$ cat src/rtl/mult_pkg.sv
// Shared definitions for the shift-add multiplier control unit.
// It holds the FSM state encoding and the default operand and accumulator widths.
package mult_pkg;

  localparam int N_DEF = 4;
  localparam int ACC_W = 2 * N_DEF + 1;

  typedef enum logic [2:0] {
    IDLE  = 3'd0,
    LOAD  = 3'd1,
    EVAL  = 3'd2,
    ADD   = 3'd3,
    SHIFT = 3'd4,
    DONE  = 3'd5
  } state_e;

endpackage

$ cat src/rtl/mult_bit_counter.sv
// Iteration counter for the multiplier FSM.
// It has a synchronous clear and an enable, and flags when the last multiplier bit is being processed.
module mult_bit_counter #(
  parameter int N = 4
) (
  input  logic Clk,
  input  logic Rst,
  input  logic clr_i,
  input  logic en_i,
  output logic last_o
);

  localparam int CW = (N > 1) ? $clog2(N) : 1;

  logic [CW-1:0] count_q, count_d;

  always_comb begin
    count_d = count_q;
    if (clr_i)      count_d = '0;
    else if (en_i)  count_d = count_q + 1'b1;
  end

  // NOTE: state registers use non-blocking assignments so every flop samples pre-edge values.
  always_ff @(posedge Clk) begin
    if (Rst) count_q <= '0;
    else     count_q <= count_d;
  end

  assign last_o = (count_q == CW'(N - 1));

endmodule

$ cat src/rtl/mult_control.sv
// Control FSM for the shift-add multiplier. It drives the Load/Sh/Ad strobes into the ACC register
// and handshakes with the system through St and Done.
module mult_control
  import mult_pkg::*;
#(
  parameter int N = N_DEF
) (
  input  logic Clk,
  input  logic Rst,
  input  logic St,
  input  logic M,
  output logic Load,
  output logic Sh,
  output logic Ad,
  output logic Busy,
  output logic Done
);

  state_e state_q, state_d;
  logic   last;

  // The counter advances only on non-final shifts, so it never wraps.
  mult_bit_counter #(.N(N)) u_counter (
    .Clk    (Clk),
    .Rst    (Rst),
    .clr_i  (state_q == LOAD),
    .en_i   ((state_q == SHIFT) && !last),
    .last_o (last)
  );

  always_ff @(posedge Clk) begin
    if (Rst) state_q <= IDLE;
    else     state_q <= state_d;
  end

  // NOTE: every output and the next state get a default first, so no path can infer a latch.
  always_comb begin
    state_d = state_q;
    Load    = 1'b0;
    Sh      = 1'b0;
    Ad      = 1'b0;
    Busy    = 1'b0;
    Done    = 1'b0;
    unique case (state_q)
      IDLE:  if (St) state_d = LOAD;
      LOAD: begin
        Load    = 1'b1;
        Busy    = 1'b1;
        state_d = EVAL;
      end
      // ACC presents the fresh LSB one cycle after Load/Sh, so M is sampled here.
      EVAL: begin
        Busy    = 1'b1;
        state_d = M ? ADD : SHIFT;
      end
      ADD: begin
        Ad      = 1'b1;
        Busy    = 1'b1;
        state_d = SHIFT;
      end
      SHIFT: begin
        Sh      = 1'b1;
        Busy    = 1'b1;
        state_d = last ? DONE : EVAL;
      end
      DONE: begin
        Done = 1'b1;
        if (!St) state_d = IDLE;
      end
      default: state_d = IDLE;
    endcase
  end

endmodule

$ cat config.mk
export PLATFORM = sky130hd
export DESIGN_NAME = mult_control
export DESIGN_NICKNAME = d
export VERILOG_FILES = /design/src/rtl/mult_pkg.sv /design/src/rtl/mult_bit_counter.sv /design/src/rtl/mult_control.sv
export SDC_FILE = /design/constraint.sdc
export NUM_CORES = 1
export LEC_CHECK = 0
export CORE_MARGIN = 2
export CORE_UTILIZATION = 30
export CTS_CLUSTER_DIAMETER = 150
export CTS_CLUSTER_SIZE = 10
export DETAILED_ROUTE_END_ITERATION = 16
export GPL_ROUTABILITY_DRIVEN = 1
export SETUP_SLACK_MARGIN = 0.1
export SKIP_CTS_REPAIR_TIMING = 1
export SLEW_MARGIN = 5
export SYNTH_ARGS = -nofsm -noshare
export SYNTH_HDL_FRONTEND = slang
export SYNTH_SLANG_ARGS = --single-unit
$ cat constraint.sdc
create_clock -name Clk -period 2.4 [get_ports Clk]
set_input_delay 0.48 -clock Clk [delete_from_list [all_inputs] [get_ports Clk]]
set_output_delay 0.48 -clock Clk [all_outputs]
set_load 0.01 [all_outputs]
==> results of run 1 <==
-- layout make-up --
class                   instances  area (µm²)  share of cell area (%)
multi-input cells              31         253                    50.2
flip-flops and latches          5         103                    20.4
repair buffers                  9        87.6                    17.4
clock buffers                   4        26.3                    5.22
well taps                      15        18.8                    3.73
inverters                       4        15.0                    2.99
-- path summary, 6_finish.rpt --
check | to | slack [ns] | depth (start not counted)
worst max register to register | u_counter.count_q[1]$_SDFFE_PP0P_ | 1.05 | 4
worst max-delay path | Load | 0.27 | 3
worst min-delay path | u_counter.count_q[1]$_SDFFE_PP0P_ | 0.54 | 2
worst min register to register | u_counter.count_q[1]$_SDFFE_PP0P_ | 0.54 | 2
-- power breakdown --
group | internal (W) | switching, W
clock | 0.0000628 | 0.0000328
combinational | 0.0000278 | 0.0000210
sequential | 0.0000873 | 0.00000994
total | 0.000178 | 0.0000638
-- through the flow --
stage | area [µm²] | worst slack, ns
4_1_cts | 500 | 0.0865
6_report | 503 | 0.274
5_1_grt | 503 | 0.146
3_5_place_dp | 474 | 0.345
2_1_floorplan | 402 | 1.01
3_3_place_gp | 474 | 0.377
-- routing by layer --
| layer | part of all wire, % | global-route usage [%] | up-vias | wire length, µm |
|---|---|---|---|---|
| met4 | 0 | 5.00 | 0 | 0 |
| met2 | 45 | 15.9 | 9 | 336 |
| met5 | 0 | 0 | - | 0 |
| met3 | 4.8 | 3.33 | 0 | 36 |
| li1 | - | - | 174 | - |
| met1 | 50 | 17.0 | 142 | 376 |
-- flip-flops by register name, summed over array words and instances, names as in the netlist --
register / count
state_q: 3
u_counter.count_q: 2
-- cells in the final DEF, fill, tap and decap left out --
master           Yosys  layout
buf_4                0       1
clkbuf_4             0       3
clkdlybuf4s50_1      0       8
nor4_2               1       1
nor3_2               2       2
dfxtp_1              5       3
nor2b_4              1       1
a221oi_1             2       2
and2b_2              1       1
inv_1                4       4
mux2i_1              1       1
nand4b_1             1       1
xnor2_1              1       1
nor2_1               3       3
clkbuf_1             0       1
a211oi_1             1       1
nor3_1               3       3
a21oi_1              2       2
o32ai_2              1       1
a31oi_1              1       1
dfxtp_2              0       2
nand3_1              1       1
and2_2               1       1
o21ai_0              1       1
o21ai_1              1       1
nor4b_4              1       1
ha_1                 1       1
nand2_1              1       1
mux2_2               1       1
nand2b_1             2       2
-- worst max-delay path, cell delays in order (launching register included) --
cell	delay, ns
dfxtp_2	0.44
inv_1	0.15
nor3_2	0.25
clkdlybuf4s50_1	0.57
-- cells by family after synthesis --
logic type               Yosys count
AO/OA/AOI/OAI                      9
XOR/XNOR                           1
adder cells (fa/ha/maj)            1
buffers and inverters              7
flip-flops                         5
multiplexers                       2
AND/OR/NAND/NOR                   18
==> results.md, run 1 <==
- Final period utilization: roughly nine tenths
- Die W: 40.6 µm
- DRC viols: 0
- Most frequent cell after synthesis: dfxtp_1
- Initial core utilization: 31.7%
- Unique masters post-synth: 26
- Largest family of logic cells by synthesized area: simple AND/OR/NAND/NOR gates
- VDD IR max: between 0.2 and 0.3 mV
- Syn Area/Cell: 9.34 µm²
- Critical Path AT: 1.65 ns
- Worst setup path start: state_q[0]$_SDFFE_PP0P_
- Flops & latches, synth: 5
- CTS tree: built
- Required @ worst endpoint: 1.92 ns
- Initial antenna violation count: 0
- Worst Setup Start Kind: register
- Gr usage total: 11.8%
- Fin util: 39.6%
- Outcome: completed
- Main flop type after synthesis: dfxtp_1
- Post-synth top cells: dfxtp_1, inv_1, buf_6, nor2_1, nor3_1
- Yosys warns: 0
- Routed vias: roughly 330
- XOR/XNOR Fraction of Synth Area: 2.18%
- HPWL after DPL: 580 µm
- Max Cap Viol: 0
- Full die area: 1650 µm²
- I/O pin count: 9
- Number of enable flip-flop cells after synthesis: 0
- Vias in the first global route: 280
- CTS H-tree depth: 1
- Num rows: 13
- Post-Synthesis Cells: 43
- P_leak: 0.167 nW
- Tot Pwr: 0.000242 W
- Post-synthesis mux area share: under 10%
- RSZ-0062 raised after global routing: no
- RePlAce Congestion: roughly 0.75
- Wirelength per Cell: 11.0 µm
- Placeable Area: 1270 µm²
- Synth Area in Compound Gates: 16.8%
- Fmax achieved: 0.470 GHz
- Final slew viol count: 0
- DRT iter0 DRCs: 19
- Final hold slack: approximately 0.54 ns
- Final Skew: 0.00380 ns
- Total grt overflow: 0
- Synth Area in Simple Gates: 35.5%
- Diodes inserted: 0
- Total of fill cells in the finished design: 131
- Crit Path Class: reg -> out
- Sequential-to-total area share from yosys stat: ~25%
- Setup crit end kind: output pin
- Nets: ~60
- Worst-margin pin slew: 0.290 ns
- Min Clock Period, post-route: 2.13 ns
- Clk_lat worst skew: 0.24 ns
- Post-Synth Adder-Cell Area: 3.12%
- IO buf count: 8
- P&R area growth vs syn: 25.2%
- CP max FO: 11
- Hold path start: u_counter.count_q[1]$_SDFFE_PP0P_
- HP Class: reg -> reg
- PwrDens: 480 nW/µm²
- First-pass GRT wire length: 1250 µm
- Worst r2r src: u_counter.count_q[0]$_SDFFE_PP0P_
- DRT antenna net count: 0
- Reg clk slew, reported paths: roughly 0.040 ns
- Dominant cell type by area after synthesis: dfxtp_1
- Max Root-Sink Buffers: 2
- Async set-reset flop share out of synthesis: 0%
- Fin Setup TNS: 0 ns
- Drt total wl: 749 µm
- Placed instance count: 64
- Post-synthesis cell area: between 400 and 500 µm²
- Die height: 40.6 µm
- Top cells by area, synth: dfxtp_1, buf_6, nor4b_4
- Post-synthesis net count: 48
- Fraction of layout cells with a size suffix above 1: 28.3%
- Setup violations, final: 0
- Post-synth top area share: 24.9%
- Slew margin rel.: 80.7%
- Iteration count of the initial detailed-routing pass: 4
- Fin cells: 68
- Vias per cell: 4.78
- Hold Vio Cnt, Final: 0
- CTS Buf Count: 3
- Largest net degree at the start of global routing: 12
- Root Buffer: clkbuf_4
- Sink Count: 5
No activity file was read; power rests on OpenSTA's default activity.
==> run 2: changes to the inputs <==
- CORE_MARGIN: 2 -> 5
==> results.md, run 2 (synthesized netlist as in run 1, its figures left out) <==
- Area after DPL: 474 µm²
- Worst-margin pin slew: roughly 0.30 ns
- Total grt overflow: 0
- Final hold slack: 0.526 ns
- Highest-count cells in the layout ignoring fill and taps: clkdlybuf4s50_1, inv_1
- Diodes inserted: 0
- Met2 usage in global routing: about an eighth
- Sink Count: 5
- Total of fill cells in the finished design: 130
- CTS H-tree depth: 1
- First-pass GRT wire length: 1320 µm
- RSZ-0062 raised after global routing: no
- Critical Path AT: around 1.7 ns
- Full die area: 2170 µm²
- Max Root-Sink Buffers: 2
- Clk_lat worst skew: roughly 0.24 ns
- Root Buffer: clkbuf_4
- Worst r2r src: u_counter.count_q[0]$_SDFFE_PP0P_
- Required @ worst endpoint: 1.92 ns
- DRC viols: 0
- WHS Path Cells: 2
- CTS Buf Count: 3
- DRT iter0 DRCs: 7
- Max Cap Viol: 0
- Register bank with the most flops: state_q
- R2R setup slack: between 1 and 1.5 ns
- Fmax achieved: ~0.47 GHz
- Hold EP: u_counter.count_q[1]$_SDFFE_PP0P_
- Hold path start: u_counter.count_q[1]$_SDFFE_PP0P_
- CP max FO: 11
- P&R area growth vs syn: 25.2%
- VDD IR max: 0.223 mV
- Reg clk slew, reported paths: 0.05 ns
- Setup crit end kind: output pin
- Setup violations, final: 0
- Placeable Area: 1280 µm²
- Min Clock Period, post-route: 2.15 ns
- Tot Pwr: 0.000242 W
- Slew margin rel.: 80.0%
- RePlAce Congestion: 0.726
- R2R depth: 4
- Biggest regs: state_q: 3 flops, u_counter.count_q: 2 flops
- DRT antenna net count: 0
- CTS tree: built
- HPWL after DPL: 594 µm
- Nets: 59
- Met1 usage: 10.5%
- GRT met3 Usage: under 10%
- R2r endpoint: u_counter.count_q[1]$_SDFFE_PP0P_
- Fraction of layout cells with a size suffix above 1: 28.3%
- Gr usage total: a little under a tenth
- Worst Setup Start Kind: register
- Crit Path Class: reg -> out
- Max reg flops: 3
- Drt total wl: a little over 800 µm
- HP Class: reg -> reg
- GRT busiest layer: met2
- Final Skew: 0.00380 ns
- Final slew viol count: 0
- PwrDens: 481 nW/µm²
- Multi-input gate area: around 250 µm²
- P_leak: between 0.15 and 0.2 nW
- Vias per cell: 5.21
- Initial antenna violation count: 0
- I/O pin count: 9
- Die height: ~47 µm
- Fin util: 39.1%
- Largest net degree at the start of global routing: 12
- Seq. cell area: between 100 and 150 µm²
- Vias in the first global route: 312
- Wirelength per Cell: 12.0 µm
- Num rows: 13
- Hold Vio Cnt, Final: 0
- Final period utilization: 89.5%
- IO buf count: 8
- Fin Setup TNS: 0 ns
- Die W: approximately 47 µm
- Routed vias: 354
- Initial core utilization: 31.3%
- Outcome: completed
- Final instance area: 503 µm²
- Commonest non-fill, non-tap cell in the layout: clkdlybuf4s50_1
- Iteration count of the initial detailed-routing pass: 4
## run 2: cell counts in the layout (fill, tap and decap cells not counted)
Identical to the previous run, type by type.
## run 2: how the worst max path moves through the flow
stage | from | to | slack, ns | cells past startpoint
3_3_place_gp | state_q[0]$_SDFFE_PP0P_ | Load | 0.37 | 3
3_5_place_dp | state_q[0]$_SDFFE_PP0P_ | Load | 0.32 | 3
4_1_cts | state_q[0]$_SDFFE_PP0P_ | Load | 0.07 | 3
5_1_grt | state_q[0]$_SDFFE_PP0P_ | Done | 0.15 | 3
2_1_floorplan | state_q[0]$_SDFFE_PP0P_ | Done | 1.01 | 3
6_report | state_q[0]$_SDFFE_PP0P_ | Load | 0.25 | 3
## run 2: cell type report
class	instances	area share, %
Clock buffer	4	5.22
Multi-Input combinational cell	31	50.2
Timing Repair Buffer	9	17.4
Sequential cell	5	20.4
Tap cell	15	3.73
Inverter	4	2.99
## run 2: routing by layer
layer	wire, µm	vias up
met2	359	7
met5	0	-
met3	55	2
met4	19	0
met1	379	169
li1	-	176
## run 2: per-stage QoR
stage / instances / setup WS, ns
2_1_floorplan: 43 / 1.01
3_3_place_gp: 64 / 0.374
3_5_place_dp: 64 / 0.324
4_1_cts: 68 / 0.0706
5_1_grt: 68 / 0.145
6_report: 68 / 0.252
## run 2: worst max-delay path: stages (launching register included)
cell             delay (ns)
dfxtp_2                0.45
inv_1                  0.16
nor3_2                 0.25
clkdlybuf4s50_1        0.57
## run 2: report_power, final
group          total [W]  internal, W  switching (W)
logic          0.0000489    0.0000278      0.0000211
registers      0.0000972    0.0000872     0.00000996
clock network  0.0000958    0.0000628      0.0000331
total           0.000242     0.000178      0.0000641
